--- src/rtl/instr_prefetch_queue.sv ---
// Owns the fetch PC and prefetches instruction words in order into a show-ahead FIFO feeding IF/ID.
// A response in cycle R is visible on IFID in R+1; requests are issued only while FIFO + in-flight < DEPTH.
module instr_prefetch_queue #(
    parameter int unsigned DEPTH    = 4,
    parameter logic [31:0] RESET_PC = 32'h0000_0000
) (
    input  logic                   i_clk,
    input  logic                   i_rst_n,
    input  logic                   i_redirect,
    input  logic [31:0]            i_redirect_pc,
    output logic                   o_imem_req_valid,
    output logic [31:0]            o_imem_req_addr,
    input  logic                   i_imem_req_ready,
    input  logic                   i_imem_resp_valid,
    input  logic [31:0]            i_imem_resp_data,
    input  logic                   i_ifid_ready,
    output logic                   o_ifid_valid,
    output logic [31:0]            o_ifid_instruction,
    output logic [31:0]            o_ifid_pc_next,
    output logic [$clog2(DEPTH):0] o_count
);

    localparam int AW = $clog2(DEPTH);
    localparam int CW = AW + 1;
    localparam logic [CW:0]   DEPTH_L = (CW + 1)'(DEPTH);
    localparam logic [CW-1:0] DEPTH_C = CW'(DEPTH);

    logic [31:0]   r_fetch_pc;
    logic [31:0]   r_tag;
    logic [CW-1:0] r_count;
    logic [CW-1:0] r_inflight;
    logic [CW-1:0] r_drop;
    logic [AW-1:0] r_rd_ptr;
    logic [AW-1:0] r_wr_ptr;
    logic [31:0]   r_instr [DEPTH];
    logic [31:0]   r_pc_next [DEPTH];

    logic [CW:0]   w_used;
    logic          w_req_fire;
    logic          w_push;
    logic          w_pop;

    assign w_used     = {1'b0, r_count} + {1'b0, r_inflight};
    assign w_req_fire = o_imem_req_valid && i_imem_req_ready;
    assign w_push     = i_imem_resp_valid && (r_drop == '0) && !i_redirect;
    assign w_pop      = o_ifid_valid && i_ifid_ready;

    // Reset gates the request combinationally so it drops the moment reset asserts.
    assign o_imem_req_valid   = i_rst_n && !i_redirect && (w_used < DEPTH_L);
    assign o_imem_req_addr    = r_fetch_pc;
    assign o_ifid_valid       = (r_count != '0) && !i_redirect;
    assign o_ifid_instruction = r_instr[r_rd_ptr];
    assign o_ifid_pc_next     = r_pc_next[r_rd_ptr];
    assign o_count            = r_count;

    always_ff @(posedge i_clk or negedge i_rst_n) begin
        if (!i_rst_n) begin
            r_fetch_pc <= RESET_PC;
            r_tag      <= RESET_PC;
            r_count    <= '0;
            r_inflight <= '0;
            r_drop     <= '0;
            r_rd_ptr   <= '0;
            r_wr_ptr   <= '0;
        end else if (i_redirect) begin
            // Every request still outstanding after this cycle belongs to the old stream.
            r_fetch_pc <= i_redirect_pc;
            r_tag      <= i_redirect_pc;
            r_count    <= '0;
            r_rd_ptr   <= '0;
            r_wr_ptr   <= '0;
            r_inflight <= r_inflight - CW'(i_imem_resp_valid);
            r_drop     <= r_inflight - CW'(i_imem_resp_valid);
        end else begin
            if (w_req_fire) begin
                r_fetch_pc <= r_fetch_pc + 32'd4;
            end
            r_inflight <= r_inflight + CW'(w_req_fire) - CW'(i_imem_resp_valid);
            if (i_imem_resp_valid && (r_drop != '0)) begin
                r_drop <= r_drop - CW'(1);
            end
            if (w_push) begin
                r_tag    <= r_tag + 32'd4;
                r_wr_ptr <= r_wr_ptr + AW'(1);
            end
            if (w_pop) begin
                r_rd_ptr <= r_rd_ptr + AW'(1);
            end
            r_count <= r_count + CW'(w_push) - CW'(w_pop);
        end
    end

    always_ff @(posedge i_clk or negedge i_rst_n) begin
        if (!i_rst_n) begin
            for (int i = 0; i < DEPTH; i++) begin
                r_instr[i]   <= '0;
                r_pc_next[i] <= '0;
            end
        end else if (w_push) begin
            r_instr[r_wr_ptr]   <= i_imem_resp_data;
            r_pc_next[r_wr_ptr] <= r_tag + 32'd4;
        end
    end

    // Credit accounting must make a push into a full FIFO impossible.
    a_no_overflow: assert property (@(posedge i_clk) disable iff (!i_rst_n)
        !(w_push && (r_count == DEPTH_C)));

endmodule

--- config.mk ---
export PLATFORM = sky130hd
export DESIGN_NAME = instr_prefetch_queue
export DESIGN_NICKNAME = d
export VERILOG_FILES = /design/src/rtl/instr_prefetch_queue.sv
export SDC_FILE = /design/constraint.sdc
export NUM_CORES = 1
export LEC_CHECK = 0
export CAP_MARGIN = 20
export CORE_ASPECT_RATIO = 1.1
export CORE_MARGIN = 1
export CORE_UTILIZATION = 55
export DETAILED_ROUTE_END_ITERATION = 10
export HOLD_SLACK_MARGIN = 0.1
export MAX_ROUTING_LAYER = met4
export PLACE_DENSITY = 0.75
export SYNTH_ARGS = -nofsm -noshare
export SYNTH_HDL_FRONTEND = slang
export SYNTH_SLANG_ARGS = --single-unit
--- constraint.sdc ---
create_clock -name i_clk -period 8.05 [get_ports i_clk]
set_input_delay 0.805 -clock i_clk [delete_from_list [all_inputs] [get_ports i_clk]]
set_output_delay 0.805 -clock i_clk [all_outputs]
set_load 0.01 [all_outputs]
==> key figures <==
Floorplanning
  • Die width: 161.9 um
  • DIE AREA: 28,800 um^2
  • Initial Util: between 50% and 60%
  • Number of I/O pins: 171
  • Die height: 177.9 um
  • Core area: 27,710 um^2
  • Site Rows: 64

CTS
  • CTS tree: yes
  • Clk Latency, worst-skew pair: 0.50 ns
  • Maximum clock insertion buffer count: 3
  • CTS Buf Count: 36
  • Postcts setup bufs: 0
  • Clk sink count: 333
  • Root buffer cell: clkbuf_16
  • Post-CTS resize count: 0
  • H-tree Lvls: 2
  • CTS clk-pin slew, worst paths: 0.06 ns
  • # hold bufs at CTS: 0

Placement
  • Port Buffers: 170
  • Placement Setup Slack: 3.502 ns
  • DP Cell Count: 1,756
  • RePlAce Congestion: roughly 0.91
  • Detailed Place HPWL: 21.92 mm

Cells and area
  • Filler cells: between 2,000 and 2,500
  • Area Growth Syn to Fin: 20.32%
  • Finished Layout Cells: 1,815
  • Commonest cells after routing, fill and taps aside: 331 x dfrtp_1, 199 x nand2_1, 168 x clkdlybuf4s50_1, 155 x o21ai_0, 142 x mux2_2
  • Antenna diodes: 0
  • Reg area: 8338 um^2
  • Area of the multi-input gates: 6759 um^2
  • Most common cell after layout, fill and taps aside: dfrtp_1
  • Fin nets: 1,520
  • Layout cells sized above 1: 19.90%

STA
  • Tcrit/Tclk final: 50.47%
  • Fmax: between 200 and 250 MHz
  • Worst Setup Slack, final: between 3 and 4 ns
  • Final Max Slew Viols: 0
  • Final setup TNS: 0 ns
  • Hold slack: 0.3214 ns
  • Final Critical Period: 4.063 ns
  • Final Setup Violations: 0
  • Worst Skew: 0.01087 ns
  • Slew headroom: 31.79%
  • RSZ-0062 raised after global routing: no
  • Fin. Hold Viols: 0
  • Pin slew with the least headroom to its limit: around 1.0 ns

Logic synthesis
  • Compound-Gate Fraction of Synth Area: 7.523%
  • Mapped Area: 15,470 um^2
  • Yosys warnings: 0
  • Synth Area in Adders: 1.553%
  • Post-synth top flop: dfrtp_1
  • Largest area contributor in the netlist: dfrtp_1
  • XOR/XNOR Fraction of Synth Area: 4.020%
  • Syn_area_per_cell: 11.95 um^2
  • Post-Synthesis Cells: 1,294
  • Share of the synthesized area in the top cell type: 53.87%
  • Unique masters post-synth: 48
  • Post-synthesis sequential area ratio: 53.87%
  • Post-synth ARST share: 100.0%
  • Synth Area in Simple Gates: 10.62%
  • Largest family of logic cells by synthesized area: multiplexers
  • EDFF count, synth: 0
  • Register bit total from synthesis: 333
  • Synth top area cells: dfrtp_1 54%, mux2_2 10%, mux4_2 9.3%, o21ai_0 5.0%, nand2_1 4.9%
  • Mux cell area share after synthesis: 19.79%
  • Post-synth net total: around 1,400

Detailed routing
  • Via density per instance: about 5.8
  • Drt drc: 0
  • Vias: 10,607
  • First-pass DRT Iterations: 5
  • Routed wire per std cell: 19.00 um
  • Routed Antenna Nets: 0
  • Final wirelength: 34.48 mm
  • Starting DRT DRC Count: 688

Job
  • Max Cap Viol: 0

Outcome
  • Status: complete, no violations

Worst setup path
  • Critical path type: register to output pin
  • WP data arrival: 3.26 ns
  • Critical-path maximum fanout: 36
  • Startpoint types: register
  • Req. time, crit path: 7.24 ns
  • Setup crit end kind: output pin

Power
  • Leakage: 8.080 nW
  • Peak supply drop: 0.2017 mV
  • Power per cell area: around 290 nW/um^2

Global route
  • All-Layer GR Usage: 25.74%
  • Vias in the first global route: roughly 11,000
  • Initial antenna violation count: 0
  • Largest net degree at the start of global routing: 99
  • First-pass GRT wire length: 56.86 mm
  • Remaining global-route overflow: 0

Hold path
  • HP Class: input port to asynchronous set/reset pin
-- sequential cells by signal, summed over array words and instances, names as in the netlist --
register         flops
o_count              3
r_rd_ptr             2
r_instr            128
r_wr_ptr             2
r_inflight           3
o_imem_req_addr     32
r_tag               32
r_drop               3
r_pc_next          128
-- critical path, stage by stage, from the launching register on --
cell and delay, ns:
dfrtp_4 0.90, buf_4 0.66, mux4_2 0.59, clkdlybuf4s50_1 0.54
-- routing by layer --
layer	up-vias	share of wire, %	track usage, %	wire length, um
met5	-	0	-	0
met4	0	1.6	5.739	539
met3	48	5.7	3.926	1960
met2	338	49	41.63	16890
met1	5340	44	34.59	15090
li1	4881	-	-	-
-- cells by family (layout without fill, tap and decap cells) --
kind of cell	count (synthesis)	after routing
simple gates	349	349
xor+xnor	71	71
mux	208	208
buf+inv	104	262
fa+ha+maj	18	18
compound gates	211	211
flops	333	333
-- cells in the mapped netlist, types with 3 or more instances --
master / instances
ha_1: 16
a21boi_0: 5
nor2_1: 26
o21ai_1: 6
o211ai_1: 10
nand4_1: 12
nand2_1: 203
o311ai_0: 14
and4_1: 5
nor3_1: 18
mux2_2: 142
buf_2: 10
xor2_1: 43
dfrtp_1: 333
mux4_2: 64
a31oi_1: 5
and3_1: 6
nor4_1: 8
buf_1: 13
or3_1: 5
a21oi_1: 12
clkbuf_1: 58
nand3_1: 41
inv_1: 21
nand2b_1: 4
xnor2_1: 28
nor4_4: 3
o21ai_0: 155
-- final cells by class --
type	count	share of cell area (%)
sequential	333	44.80
multi-input combinational	857	36.32
timing repair buffer	183	9.775
clock buffer	47	5.392
tap	363	2.441
clock inverter	11	0.8471
inverter	21	0.4236
-- power by group --
part	internal, mW	switching (mW)	leakage, nW
Sequential	1.98	0.243	4.40
Clock	1.00	0.631	0.572
Combinational	0.907	0.640	3.11
-- through the flow --
| stage | instance area, um^2 | power (mW) | utilization [%] |
|---|---|---|---|
| after floorplan | 15470 | 3.067 | - |
| after global placement | 17420 | 3.757 | 62.88 |
| after detailed placement | 17420 | 3.805 | 62.88 |
| after CTS | 18580 | 5.459 | 67.07 |
| after global routing | 18610 | 5.684 | 67.17 |
| final | 18610 | 5.401 | 67.17 |
-- path summary, 6_finish.rpt --
path                            slack [ns]     startpoint                end  depth (start not counted)
min in group i_clk                    0.47  r_pc_next[24]      r_pc_next[24]                          2
max in group asynchronous             5.73        i_rst_n      r_pc_next[77]                          3
worst max register to register        4.18     o_count[2]      r_inflight[2]                         11
worst min register to register        0.47  r_pc_next[24]      r_pc_next[24]                          2
worst min-delay path                  0.32        i_rst_n       r_instr[104]                          1
worst max-delay path                  3.99    r_rd_ptr[0]  o_ifid_pc_next[6]                          3
Note: power is estimated with default switching activity, not from simulation.
